File: src/rtl/flappy_pkg.sv
// Shared constants for the flappy renderer: colours, game-state encoding and the visible window.
package flappy_pkg;

   typedef enum logic [1:0] {
      IDLE = 2'b00,
      PLAY = 2'b01,
      DEAD = 2'b10
   } gameState_t;

   localparam logic [11:0] BLACK  = 12'h000;
   localparam logic [11:0] WHITE  = 12'hFFF;
   localparam logic [11:0] RED    = 12'hF00;
   localparam logic [11:0] GREEN  = 12'h0F0;
   localparam logic [11:0] YELLOW = 12'hFF0;

   localparam logic [10:0] H_VIS_LO = 11'd144;
   localparam logic [10:0] H_VIS_HI = 11'd783;
   localparam logic [10:0] V_VIS_LO = 11'd35;
   localparam logic [10:0] V_VIS_HI = 11'd514;

endpackage

File: src/rtl/bcd_counter4.sv
// Four-digit BCD incrementer that saturates at 9999; clr has priority over inc.
module bcd_counter4 (
   input  logic        clk,
   input  logic        rst_n,
   input  logic        clr,
   input  logic        inc,
   output logic [15:0] count
);

   logic [15:0] countNext;
   logic        carry;

   always_comb begin
      countNext = count;
      carry     = 1'b1;
      for (int d = 0; d < 4; d++) begin
         if (carry) begin
            if (count[4*d +: 4] == 4'd9) begin
               countNext[4*d +: 4] = 4'd0;
            end else begin
               countNext[4*d +: 4] = count[4*d +: 4] + 4'd1;
               carry               = 1'b0;
            end
         end
      end
   end

   always_ff @(posedge clk or negedge rst_n) begin
      if (!rst_n)                          count <= 16'h0000;
      else if (clr)                        count <= 16'h0000;
      else if (inc && count != 16'h9999)   count <= countNext;
   end

endmodule

File: src/rtl/flappy_frame_renderer.sv
// Bird/pipe pixel colouriser with game FSM, collision detection and BCD pass scoring.
// Optional DEATH_FLASH_EN: background flashes RED/BLACK every 16 frames while DEAD.
module flappy_frame_renderer
   import flappy_pkg::*;
#(
   parameter int NUM_PIPES   = 2,
   parameter int PIPE_HALF_W = 50,
   parameter int GAP_H       = 100,
   parameter int BIRD_HALF   = 10
) (
   input  logic                   clk,
   input  logic                   rst_n,
   input  logic                   bright,
   input  logic                   button,
   input  logic [9:0]             hCount,
   input  logic [9:0]             vCount,
   input  logic [9:0]             BirdX,
   input  logic [9:0]             BirdY,
   input  logic [10*NUM_PIPES-1:0] PipeX,
   input  logic [10*NUM_PIPES-1:0] PipeY,
   output logic [11:0]            rgb,
   output logic [15:0]            score,
   output logic [1:0]             game_state,
   output logic                   collided
);

   localparam int          PW  = $clog2(NUM_PIPES + 1);
   localparam logic [10:0] PHW = 11'(PIPE_HALF_W);
   localparam logic [10:0] GAP = 11'(GAP_H);
   localparam logic [10:0] BH  = 11'(BIRD_HALF);

   gameState_t           state, stateNext;
   logic                 rstSync1, rstN;
   logic [10:0]          h, v, bx, by;
   logic                 frameTick, btnPrev, btnRise, inVis, birdHit, pixColl, edgeHit;
   logic                 collFlag, collNow, startGame, collidedNext;
   logic [NUM_PIPES-1:0] pipeHit, passVec, passArm;
   logic [PW-1:0]        pending, passCnt;
   logic [11:0]          rgbNext, bgColour, rgb_p1;

   // Clamped lower bound keeps shapes near the left/top edge partially visible.
   function automatic logic inSpan(input logic [10:0] p, input logic [10:0] c,
                                   input logic [10:0] half);
      logic [10:0] lo;
      lo = (c > half) ? c - half : 11'd0;
      return (p >= lo) && (p <= c + half);
   endfunction

   always_ff @(posedge clk or negedge rst_n) begin
      if (!rst_n) {rstN, rstSync1} <= 2'b00;
      else        {rstN, rstSync1} <= {rstSync1, 1'b1};
   end

   assign h         = {1'b0, hCount};
   assign v         = {1'b0, vCount};
   assign bx        = {1'b0, BirdX};
   assign by        = {1'b0, BirdY};
   assign frameTick = (hCount == 10'd0) && (vCount == 10'd0);
   assign btnRise   = button && !btnPrev;
   assign inVis     = (h >= H_VIS_LO) && (h <= H_VIS_HI) && (v >= V_VIS_LO) && (v <= V_VIS_HI);
   assign birdHit   = inSpan(h, bx, BH) && inSpan(v, by, BH);
   assign pixColl   = inVis && birdHit && (|pipeHit);
   assign edgeHit   = (by + BH > V_VIS_HI) || (by < V_VIS_LO + BH);
   assign collNow   = collFlag || pixColl || edgeHit;

   for (genvar i = 0; i < NUM_PIPES; i++) begin : gPipe
      logic [10:0] px, py;
      logic [9:0]  prevX;
      assign px          = {1'b0, PipeX[10*i +: 10]};
      assign py          = {1'b0, PipeY[10*i +: 10]};
      assign pipeHit[i]  = inSpan(h, px, PHW) && ((v <= py) || (v >= py + GAP));
      assign passVec[i]  = passArm[i] && ({1'b0, prevX} > bx) && (px <= bx);
      always_ff @(posedge clk) begin
         if (frameTick) prevX <= px[9:0];
      end
   end

   always_comb begin
      passCnt = '0;
      for (int i = 0; i < NUM_PIPES; i++) passCnt = passCnt + PW'(passVec[i]);
   end

   always_comb begin
      stateNext    = state;
      collidedNext = 1'b0;
      startGame    = 1'b0;
      case (state)
         IDLE: if (btnRise) begin
            stateNext = PLAY;
            startGame = 1'b1;
         end
         PLAY: if (frameTick && collNow) begin
            stateNext    = DEAD;
            collidedNext = 1'b1;
         end
         DEAD: if (btnRise) stateNext = IDLE;
         default: stateNext = IDLE;
      endcase
   end

   // Passes found at a frame tick queue in pending and drain one point per clock.
   always_ff @(posedge clk or negedge rstN) begin
      if (!rstN) begin
         state    <= IDLE;
         collided <= 1'b0;
         btnPrev  <= 1'b0;
         collFlag <= 1'b0;
         passArm  <= '0;
         pending  <= '0;
      end else begin
         state    <= stateNext;
         collided <= collidedNext;
         btnPrev  <= button;
         collFlag <= (state == PLAY) && !frameTick && (collFlag || pixColl);
         if (startGame)      passArm <= '0;
         else if (frameTick) passArm <= '1;
         if (startGame) pending <= '0;
         else pending <= pending - PW'(pending != '0)
                         + (((state == PLAY) && frameTick) ? passCnt : '0);
      end
   end

   bcd_counter4 uBcd (
      .clk   (clk),
      .rst_n (rstN),
      .clr   (startGame),
      .inc   (pending != '0),
      .count (score)
   );

`ifdef DEATH_FLASH_EN
   logic [4:0] flashCnt;
   always_ff @(posedge clk or negedge rstN) begin
      if (!rstN)               flashCnt <= 5'd0;
      else if (state != DEAD)  flashCnt <= 5'd0;
      else if (frameTick)      flashCnt <= flashCnt + 5'd1;
   end
   assign bgColour = ((state == DEAD) && flashCnt[4]) ? BLACK : RED;
`else
   assign bgColour = RED;
`endif

   always_comb begin
      if (!bright)       rgbNext = BLACK;
      else if (|pipeHit) rgbNext = GREEN;
      else if (birdHit)  rgbNext = (state == DEAD) ? YELLOW : WHITE;
      else               rgbNext = bgColour;
   end

   always_ff @(posedge clk or negedge rstN) begin
      if (!rstN) rgb_p1 <= BLACK;
      else       rgb_p1 <= rgbNext;
   end

   assign rgb        = rgb_p1;
   assign game_state = state;

endmodule

File: config.mk
export PLATFORM = sky130hd
export DESIGN_NAME = flappy_frame_renderer
export DESIGN_NICKNAME = d
export VERILOG_FILES = /design/src/rtl/flappy_pkg.sv /design/src/rtl/bcd_counter4.sv /design/src/rtl/flappy_frame_renderer.sv
export SDC_FILE = /design/constraint.sdc
export NUM_CORES = 1
export LEC_CHECK = 0
export CORE_AREA = 4 4 123 148
export CTS_CLUSTER_SIZE = 12
export DETAILED_ROUTE_END_ITERATION = 6
export DIE_AREA = 0 0 127 152
export GPL_TIMING_DRIVEN = 0
export PLACE_DENSITY_LB_ADDON = 0.15
export SYNTH_ARGS = -nofsm -noshare
export SYNTH_HDL_FRONTEND = slang
export SYNTH_HIERARCHICAL = 1
export SYNTH_SLANG_ARGS = --single-unit
export TNS_END_PERCENT = 30
File: constraint.sdc
create_clock -name clk -period 0.8 [get_ports clk]
set_input_delay 0.08 -clock clk [delete_from_list [all_inputs] [get_ports clk]]
set_output_delay 0.08 -clock clk [all_outputs]
set_load 0.005 [all_outputs]
Yosys cells after proc, flatten, opt, wreduce, memory -nomap -nowiden
Index checks and enable logic that the tools add are counted.

Bits in registers: 59. Input port bits: 84. Output and inout bits: 31. Word-level logic and storage cells: 146.

Add/subtract/negate cells: 17. Magnitude comparators: 26. Equal/unequal tests: 10. Muxes and demuxes: 34. Reductions and logical operators: 44.

Operators by type and width (number): $ge A10 B11 Y1 (6); $le A10 B11 Y1 (4); $mux W11 (4); $le A10 B10 Y1 (4); $mux W16 (2); $mux W4 (8); $mux W12 (2); $logic_and A1 B1 Y1 (23); $add A10 B4 Y11 const B (2); $add A10 B6 Y11 const B (2); $add A10 B7 Y11 const B (2); $sub A10 B4 Y11 const B (2); $sub A10 B6 Y11 const B (2); $gt A10 B10 Y1 (2); $gt A10 B4 Y1 const B (2); $gt A10 B6 Y1 const B (2); $le A10 B10 Y1 const B (2); $logic_not A10 Y1 (2); $add A4 B1 Y4 const B (4); $eq A4 B4 Y1 const B (4); $ne A16 B16 Y1 const B (1); $mux W2 (7); $reduce_bool A2 Y1 (6); $gt A11 B10 Y1 const B (1); 18 further kinds (35).

Logic depth before layout (Yosys ltp)
Word-level depth: 12. Mapped depth: 19. Depth with buffers taken out: 19.

By module
Netlist, hierarchy kept.

Modules (own cells, without submodules): flappy_frame_renderer (times used 1, cells each 751, area each 6364.9 um^2, sequential area each 925.9 um^2); bcd_counter4 (times used 1, cells each 108, area each 1031.0 um^2, sequential area each 400.4 um^2).

Worst setup path before layout
No wires, ideal clock.

Path type: input port to flip-flop. From: input vCount[3]. To: register pending[1]. Library setup time: 0.137 ns. Arrival: 3.481 ns. Required time: 0.663 ns. Path slack: -2.818 ns. Cell stages on the path: 13. Path buffers: 0. Path through: or3_1 nor4_1 nand3_1 nor4_2 nor3b_2 nand2_1 ha_1 inv_1 ha_1 xor2_1 xnor2_1 xnor2_1 nor2_1.

Word-level cells in the longest chain between the ends: 6.

Ends and longest elaborated chain: start, declared (line flappy_frame_renderer.sv:16) `input logic [9:0] vCount,`; $logic_not A10 Y1 (line flappy_frame_renderer.sv:58) `assign frameTick = (hCount == 10'd0) && (vCount == 10'd0);`; $logic_and A1 B1 Y1 (line flappy_frame_renderer.sv:58); named net frameTick (line flappy_frame_renderer.sv:35) `logic frameTick, btnPrev, btnRise, inVis, birdHit, pixColl, edgeHit;`; $logic_and A1 B1 Y1 (line flappy_frame_renderer.sv:119) `+ (((state == PLAY) && frameTick) ? passCnt : '0);`; $mux W2 (line flappy_frame_renderer.sv:119); $add A2 B2 Y2 (line flappy_frame_renderer.sv:119); $mux W2 (line flappy_frame_renderer.sv:117) `if (startGame) pending <= '0;`; end signal, assigned (line flappy_frame_renderer.sv:118) `else pending <= pending - PW'(pending != '0)`; end, declared (line flappy_frame_renderer.sv:38) `logic [PW-1:0] pending, passCnt;`.

The timed path passes the listed nets, and every way through them passes these cells. A chain may end at the register's enable or synchronous reset.

Final worst setup path
From: register gPipe[1].prevX[1]. To: register pending[1].

Word-level cells in the longest chain between the ends: 7.

Ends and longest elaborated chain: start, declared (line flappy_frame_renderer.sv:68) `logic [9:0] prevX;`; start signal, assigned (line flappy_frame_renderer.sv:74) `if (frameTick) prevX <= px[9:0];`; $gt A10 B10 Y1 (line flappy_frame_renderer.sv:72) `assign passVec[i] = passArm[i] && ({1'b0, prevX} > bx) && (px <= bx);`; $logic_and A1 B1 Y1 (2 in series) (line flappy_frame_renderer.sv:72); $add A1 B1 Y2 (line flappy_frame_renderer.sv:80) `for (int i = 0; i < NUM_PIPES; i++) passCnt = passCnt + PW'(passVec[i]);`; $mux W2 (line flappy_frame_renderer.sv:119); $add A2 B2 Y2 (line flappy_frame_renderer.sv:119); $mux W2 (line flappy_frame_renderer.sv:117).

No other way between the ends.

==> impl_metrics.yaml <==
outcome:
  run_status: "finished with violations"
  violations: "negative setup slack"
timing:
  finalHoldViolations: 0
  fin_crit_sh_pct: 405
  worst_slew_pin_slew_ns: 0.532
  grt_setup_unrepaired: "yes"
  setup_violations: 77
  period_needed_ns: 3.24
  setup_slack_ns: -2.44
  skew_ns: 0.00955
  fmax_ghz: 0.308
  relSlewSlack_pct: 64.5
  maxSlewViolCount: 0
global_route:
  grt_pass1_wl_um: 33700
  antenna_found_initial: 0
  grt.total_usage_pct: 21.0
  grt_pass1_vias: 6971
  grt_max_degree: 28
  grt_overflow: 0
logic_synthesis:
  synth_flop_cell: "dfrtp_1"
  synth_commonest_cells: "178 x ha_1, 68 x nand2_1, 62 x inv_1"
  synth_warnings: 6
  synth_seq_area_share_pct: 17.9
  async_flop_share_pct: 59.2
  ys_seq_elements: 49
  synthCells: 859
  yosysTopAreaCell: "ha_1"
  synth_top_area_share_pct: 30.1
  syn_nets: 1121
  synth.avg_cell_area_um2: 8.61
  synthTopCellsByArea: "ha_1 30%, dfrtp_1 9.8%, edfxtp_1 8.1%, xnor2_1 4.7%, a21oi_1 3.8%"
  synth_edf_count: 20
  synthesis.area_mm2: 0.00740
  synth_cell_types: 78
  synth_most_common_cell: "ha_1"
routing:
  drt_iter0_drc: 342
  num_vias: 7080
  drtPass1Iterations: 6
  vias_per_cell: 5.61
  wl_per_cell_um: 16.8
  drc: 0
  drtAntennaViolNets: 0
  detail_route.wirelength_um: 21300
critical_path:
  cp_max_fo: 2
  path_class: "flop to flop"
  slowest_delay_ns: 0.42
  crit_required_ns: 0.97
  cp.arrival_ns: 3.42
  crit_slowest_cell: "edfxtp_1"
  worst_setup_path_end_kind: "flop"
  critPathBufInv: 1
  critPathLaunchType: "flop"
  crit_chain: "ha_4 -> nor2b_4 -> o21a_1 -> o21a_1 -> o211ai_1 -> a21oi_1 -> a2111oi_2 -> nor3_1 -> o21a_1 -> ha_1 -> nand2_1 -> ha_1 -> inv_1 -> ha_1 -> xor2_1 -> xnor2_1 -> xnor2_1 -> nor2_1"
  critPathTopFamily: "adder cells"
place:
  port_buffers: 110
  dp_hpwl_um: 15800
  dp_slack_ns: -3.22
  gp_congestion: 0.902
  place_inst: 1186
pwr:
  p_per_area_mw_per_mm2: 1100
  power.leakage_nw: 4.75
  ir_drop_v: 0.000761
clock_tree:
  tritoncts: "yes"
  cts-htree-levels: 2
  numClockSinks: 49
  cts.path.max_buffers: 2
  clock-root-buffer: "clkbuf_16"
  clkTransAtPathRegs_ns: 0.07
  clock_latency_ns: 0.29
  numCtsBuffers: 5
floorplan:
  initial_core_util_pct: 44.1
  core_mm2: 0.0168
  die_x_um: 127
  io_pins: 115
  die_area_mm2: 0.0193
  die_h_um: 152
  row_count: 52
min_path:
  min_path_type: "input pin to flop"
layout:
  fill_cells: 1506
  layout.nets: 1308
  area_growth_pct: 37.3
  utilization_pct: 60.5
  drive_gt1_share_pct: 29.7
  diodes: 0
  stdcell_count: 1263
job:
  max_cap_viol_count: 0
==> state kept, by name (all words and copies together) (netlist names), 2 cells and up <==
name / cells
rgb: 3
pending: 2
gPipe.prevX: 20
game_state: 2
uBcd/count: 16
==> where the power goes <==
part | internal, mW | switching (mW)
clock network | 1.18 | 0.981
registers | 2.84 | 0.324
logic | 3.01 | 2.88
==> per-stage QoR <==
stage               cell area (um2)  hold slack, ns  TNS (ns)  power [mW]
CTS                            9690          0.0314    -54.63        10.6
detailed placement             8830           0.257   -103.92        7.94
global placement               8820           0.252   -113.83        7.87
floorplan                      7450          -0.216    -53.41        6.02
finish                        10200          0.0227    -49.37        11.2
global route                  10200          0.0160    -53.22        12.1
==> logic make-up (layout without fill, tap and decap cells) <==
logic type / count (synthesis) / in the layout / share of synthesized area [%]
AO/OA/AOI/OAI: 203 / 203 / 18.4
XOR/XNOR: 68 / 68 / 8.05
adder cells (fa/ha/maj): 178 / 178 / 30.1
buffers and inverters: 89 / 277 / 5.55
flip-flops: 49 / 49 / 17.9
multiplexers: 1 / 1 / 0.135
other: 1 / 1 / 0.0507
AND/OR/NAND/NOR: 270 / 270 / 19.8
==> worst paths after layout <==
check	endpoint	from	cells past startpoint	slack, ns
setup reg to reg	pending[1]	gPipe[1].prevX[1]	18	-2.44
hold / removal	gPipe[0].prevX[1]	PipeX[1]	1	0.02
min in group asynchronous	uBcd/count[14]	rstN	0	0.25
max in group asynchronous	rstN	rst_n	2	0.18
setup / recovery	pending[1]	gPipe[1].prevX[1]	18	-2.44
hold reg to reg	uBcd/count[14]	rstN	0	0.25
==> routing by layer <==
metal | global-route usage (%) | routed length (um)
met4 | 6.90 | 740
met1 | 26.7 | 8920
met2 | 37.2 | 10800
met3 | 1.62 | 800
met5 | 0 | 0
==> layout by cell type (no fill, tap or decap), types with 8 or more instances in the layout <==
| cell type | synthesis | layout |
|---|---|---|
| a21o_1 | 23 | 23 |
| a21oi_1 | 56 | 49 |
| buf_2 | 4 | 17 |
| buf_4 | 10 | 70 |
| buf_6 | 4 | 29 |
| buf_8 | 0 | 9 |
| clkbuf_2 | 0 | 24 |
| clkdlybuf4s50_1 | 0 | 21 |
| dfrtp_1 | 29 | 17 |
| dfrtp_2 | 0 | 11 |
| dlygate4sd2_1 | 0 | 11 |
| edfxtp_1 | 20 | 20 |
| ha_1 | 178 | 162 |
| ha_4 | 0 | 9 |
| inv_1 | 62 | 49 |
| nand2_1 | 68 | 64 |
| nand2b_1 | 14 | 12 |
| nand3_1 | 29 | 24 |
| nand4_1 | 18 | 18 |
| nor2_1 | 43 | 38 |
| nor2b_1 | 13 | 8 |
| nor3_1 | 22 | 15 |
| o21a_1 | 12 | 12 |
| o21ai_0 | 34 | 25 |
| xnor2_1 | 40 | 37 |
| xor2_1 | 28 | 27 |
==> area by class of cell <==
type                    count  area (um2)  share of cell area (%)
multi-input cells         721        6300                    62.0
repair buffers            180        1550                    15.3
flip-flops and latches     49        1340                    13.2
plain buffers              27         272                    2.67
well taps                 216         270                    2.66
inverters                  62         265                    2.61
clock buffers               5         125                    1.23
clock inverters             3        25.0                   0.247
==> what timing repair did <==
action                                  4_1_cts  5_1_grt
hold buffers                                  1        1
setup buffers                                39       32
cloned                                        1        0
gates resized for setup                     364      164
hold endpoints to repair                      2        1
endpoints found under the setup margin      104       77
pin swaps                                    49       55
(Power assumes the default switching activity.)
